===== src/rtl/csa_eight_adder.sv =====
// csa_eight_adder: registered nine-operand signed carry-save adder with run-time low-column approximation.
// Define CSA_EIGHT_PIPE_EN to register the two carry-save rows ahead of the CPA (2-cycle latency).
module csa_eight_adder #(
  parameter int SIZE = 8,
  parameter int APPROX_BITS = 0
) (
  input  logic              clk,
  input  logic              rst_n,
  input  logic              in_valid,
  input  logic [SIZE-1:0]   a,
  input  logic [SIZE-1:0]   b,
  input  logic [SIZE-1:0]   c,
  input  logic [SIZE-1:0]   d,
  input  logic [SIZE-1:0]   e,
  input  logic [SIZE-1:0]   f,
  input  logic [SIZE-1:0]   g,
  input  logic [SIZE-1:0]   h,
  input  logic [SIZE-1:0]   constant,
  input  logic              approx_en,
  output logic [SIZE+4:0]   sum,
  output logic              out_valid
);
  localparam int W = SIZE + 5;
  localparam logic [W-1:0] LOW_MASK = W'((1 << APPROX_BITS) - 1);
  logic [SIZE-1:0] ops [9];
  logic [W-1:0] ext [9];
  logic [W-1:0] row [9];
  logic [W-1:0] low_or, low;
  logic [W-1:0] s0, c0, s1, c1, s2, c2, t0, u0, t1, u1, v0, w0, fs, fc;
  function automatic logic [2*W-1:0] csa(input logic [W-1:0] x, input logic [W-1:0] y, input logic [W-1:0] z);
    return {x ^ y ^ z, ((x & y) | (x & z) | (y & z)) << 1};
  endfunction
  assign ops = '{a, b, c, d, e, f, g, h, constant};
  for (genvar i = 0; i < 9; i++) begin : g_ext
    assign ext[i] = {{5{ops[i][SIZE-1]}}, ops[i]};
    assign row[i] = approx_en ? (ext[i] & ~LOW_MASK) : ext[i];
  end
  // Masked rows leave the low columns zero, so no carry leaves them and the OR bits can be merged after the CPA.
  always_comb begin
    low_or = '0;
    for (int i = 0; i < 9; i++) low_or = low_or | (ext[i] & LOW_MASK);
  end
  assign low = approx_en ? low_or : '0;
  assign {s0, c0} = csa(row[0], row[1], row[2]);
  assign {s1, c1} = csa(row[3], row[4], row[5]);
  assign {s2, c2} = csa(row[6], row[7], row[8]);
  assign {t0, u0} = csa(s0, c0, s1);
  assign {t1, u1} = csa(c1, s2, c2);
  assign {v0, w0} = csa(t0, u0, t1);
  assign {fs, fc} = csa(v0, w0, u1);
`ifdef CSA_EIGHT_PIPE_EN
  logic [W-1:0] fs_q, fc_q, low_q;
  logic v_q;
  always_ff @(posedge clk or negedge rst_n) begin
    if (!rst_n) begin
      fs_q <= '0;
      fc_q <= '0;
      low_q <= '0;
      v_q <= 1'b0;
      sum <= '0;
      out_valid <= 1'b0;
    end else begin
      v_q <= in_valid;
      out_valid <= v_q;
      if (in_valid) begin
        fs_q <= fs;
        fc_q <= fc;
        low_q <= low;
      end
      if (v_q) sum <= (fs_q + fc_q) | low_q;
    end
  end
`else
  always_ff @(posedge clk or negedge rst_n) begin
    if (!rst_n) begin
      sum <= '0;
      out_valid <= 1'b0;
    end else begin
      out_valid <= in_valid;
      if (in_valid) sum <= (fs + fc) | low;
    end
  end
`endif
endmodule


===== config.mk =====
export PLATFORM = sky130hd
export DESIGN_NAME = csa_eight_adder
export DESIGN_NICKNAME = d
export VERILOG_FILES = /design/src/rtl/csa_eight_adder.sv
export SDC_FILE = /design/constraint.sdc
export NUM_CORES = 1
export LEC_CHECK = 0
export CAP_MARGIN = 20
export CORE_MARGIN = 2
export CORE_UTILIZATION = 30
export DETAILED_ROUTE_END_ITERATION = 10
export PLACE_DENSITY = 0.7
export SETUP_SLACK_MARGIN = 0.5
export SYNTH_ARGS = -nofsm -noshare
export SYNTH_HDL_FRONTEND = slang
export SYNTH_SLANG_ARGS = --single-unit

===== constraint.sdc =====
create_clock -name clk -period 0.8 [get_ports clk]
set_input_delay 0.12 -clock clk [delete_from_list [all_inputs] [get_ports clk]]
set_output_delay 0.12 -clock clk [all_outputs]
set_load 0.01 [all_outputs]

==> impl_metrics.tcl <==
set metrics [dict create \
    outcome "complete, but fails checks" \
    failed_checks "negative hold slack, negative setup slack" \
    cp.depth 16 \
    critPathLaunch "g[2]" \
    dp.cells 441 \
    critPathRequiredTime_ns 0.92 \
    grt_pass1_wl_um 9540 \
    ys_async_sr_fraction 1.00 \
    synth-seq-cells 14 \
    comb_power_share 0.910 \
    grt.overflow.total 0 \
    synth_area_mm2 0.00245 \
    crit_path_start_kind "input pin" \
    synthMuxAreaShare 0.0383 \
    die_height_um 94.4 \
    path_delay_family "adder cells" \
    antenna_found_initial 0 \
    grt.total_usage 0.134 \
    drtAntennaViolNets 0 \
    critPathKind "in2reg" \
    synth_compound_area_frac 0.0914 \
    drtIter0Drc 51 \
    routedWlPerCell_um 11.8 \
    clockBufferDepth 2 \
    syn_nets 377 \
    synth-simple-area-share 0.0327 \
    cts_buffers 3 \
    placed_area_mm2 0.00373 \
    grt_pass1_vias 2264 \
    via_count 1991 \
    tightest_slew_ns 0.250 \
    synth_edf_count 0 \
    core_area_mm2 0.00781 \
    maxSlewHeadroom 0.833 \
    htree_num_levels 1 \
    rsz0062_at_grt "true" \
    postLayoutCoreUtil 0.508 \
    multi_input_comb_area_mm2 0.00201 \
    fin_nets 510 \
    ios 90 \
    design_area_mm2 0.00397 \
    clk_latency_ns 0.24 \
    totalWireLength_um 5470 \
    antenna_cells 0 \
    ys_seq_area_frac 0.143 \
    io_buffers 88 \
    fin_ws_ns -2.99 \
    worstPathBufferInverterCount 5 \
    cts_tree "done" \
    swShare 0.412 \
    num-fill-cells 709 \
    period_share 4.74 \
    drc 0 \
    critPathArrivalTime_ns 3.91 \
    hold_class "in2async" \
    finalCriticalPeriod_ns 3.79 \
    layout-drive-gt1-share 0.436 \
    fin_skew_ns 0 \
    slowest_delay_ns 0.55 \
    power_uw 21200 \
    vias_per_cell 4.31 \
    synth-main-ff-cell "dfrtp_1" \
    dpl.hpwl_um 4720 \
    r2r-end "sum[0]" \
    seq_area_um2 350 \
    rows 32 \
    clk_pin_slew_ns 0.05 \
    cp_common_cell "fa_1" \
    power_switching_uw 8740 \
    die_area_mm2 0.00890 \
    finalHoldViolCount 7 \
    synthAdderAreaFrac 0.549 \
    p_int_uw 12500 \
    slowest_stage "fa_1" \
    syn_avg_cell_area_um2 10.7 \
    synth_warnings 0 \
    crit_end "sum[8]" \
    max_freq_mhz 264 \
    synth_top_family_by_area "adder cells" \
    place_congestion 0.780 \
    synth.distinct_cells 34 \
    critPathMaxFanout 2 \
    clock-sinks 14 \
    slew_violations 0 \
    crit_chain "buf_6 > fa_1 > inv_2 > fa_1 > inv_2 > fa_1 > inv_1 > fa_1 > inv_2 > ha_4 > fa_2 > a211oi_4 > o21bai_1 > a21oi_2 > xnor2_1 > mux2_4" \
    die_w_um 94.4 \
    synthToLayoutAreaGrowth_pct 62.1 \
    holdWs_ns -0.0416 \
    power_frac_clock 0.027 \
    fin_cells 462 \
    r2r_start "sum[0]" \
    worstRegToRegCells 2 \
    r2r_slack_ns -0.09 \
    p_leak_uw 0.00199 \
    seqPwrFrac 0.063 \
    synthXorXnorAreaFrac 0.0143 \
    ir_drop_mv 2.58 \
    power_density_mw_per_mm2 5350 \
    synth_cells 229 \
    grt_start_max_net_pins 9 \
    first_pass_iters 4 \
    end_kind "flip-flop" \
    cap_violations 0 \
    setup_viol 27 \
    initial_core_util 0.314 \
    clockRootBuffer "clkbuf_8" \
]
[worst min path at each step]
stage | slack [ns] | start | endpoint
final | -0.04 | rst_n | out_valid
after global routing | -0.04 | rst_n | sum[6]
after floorplan | -0.18 | rst_n | out_valid
after detailed placement | 0.47 | rst_n | sum[1]
after global placement | 0.47 | rst_n | sum[0]
after CTS | -0.02 | rst_n | sum[6]
[power by group through the flow]
stage	Combinational, uW	Sequential, uW	Clock (uW)
4_1_cts	17700	1320	577
6_report	19300	1340	564
3_5_place_dp	15900	1330	0
2_1_floorplan	10400	1470	0
5_1_grt	21700	1380	615
3_3_place_gp	15500	1330	0
[per-stage QoR]
stage	worst slack, ns	setup TNS (ns)
after CTS	-3.09	-33.68
after floorplan	-2.96	-31.07
after global placement	-3.50	-41.82
after detailed placement	-3.55	-42.21
after global routing	-3.16	-35.12
final	-2.99	-33.00
[area by class of cell]
cell class | instances | share of cell area
clock buffer | 3 | 0.0104
tap | 102 | 0.0321
sequential | 14 | 0.0882
multi-input combinational | 131 | 0.507
inverter | 82 | 0.0794
timing repair buffer | 130 | 0.283
[synth_stat cells (3+ instances only)]
| cell | n | area (um2) |
|---|---|---|
| a21o_1 | 5 | 37.5 |
| a21oi_1 | 3 | 15.0 |
| dfrtp_1 | 14 | 350 |
| fa_1 | 59 | 1180 |
| ha_1 | 13 | 163 |
| inv_1 | 82 | 308 |
| mux2_2 | 7 | 78.8 |
| nand2_1 | 3 | 11.3 |
| nor2_1 | 9 | 33.8 |
| o21ai_0 | 4 | 20.0 |
| xnor2_1 | 4 | 35.0 |
[metal layers]
metal | global-route usage | wire length [um] | up-vias
met2 | 0.276 | 3080 | 61
met1 | 0.141 | 1920 | 993
met3 | 0.0303 | 458 | 2
met5 | 0 | 0 | -
li1 | - | - | 935
met4 | 0.0109 | 19 | 0
[kinds of logic after synthesis]
group           Yosys count
buf+inv                  84
fa+ha+maj                72
compound gates           29
simple gates             18
flops                    14
mux                       8
xor+xnor                  4
[repair_timing]
item	CTS	global route
resized for setup	208	49
hold endpoints to repair	7	7
setup endpoints to repair	42	27
pin swaps	58	46
setup buffers	7	9
cloned	2	0
[state kept, by name, summed over array words and instances, names as in the netlist]
name / count
sum: 13
out_valid: 1
[cells in the final DEF, fill, tap and decap left out, types with 2 or more instances in the layout]
cell | Yosys | final
clkbuf_2 | 0 | 9
a211oi_2 | 1 | 2
mux2_4 | 1 | 7
a211oi_4 | 1 | 2
a21oi_2 | 1 | 3
a21o_1 | 5 | 5
clkbuf_8 | 0 | 3
nand2_1 | 3 | 3
o21ai_0 | 4 | 2
clkdlybuf4s15_1 | 0 | 5
inv_1 | 82 | 58
nor2_1 | 9 | 9
clkdlybuf4s50_1 | 0 | 18
xnor2_1 | 4 | 3
fa_2 | 0 | 12
buf_2 | 0 | 23
fa_1 | 59 | 47
inv_2 | 0 | 23
dlygate4sd2_1 | 0 | 20
dfrtp_1 | 14 | 14
buf_12 | 0 | 2
o21ai_1 | 2 | 2
buf_4 | 0 | 32
dlymetal6s2s_1 | 0 | 3
o21ai_2 | 1 | 2
ha_1 | 13 | 4
buf_6 | 1 | 16
ha_4 | 0 | 9
(Power assumes the default switching activity.)
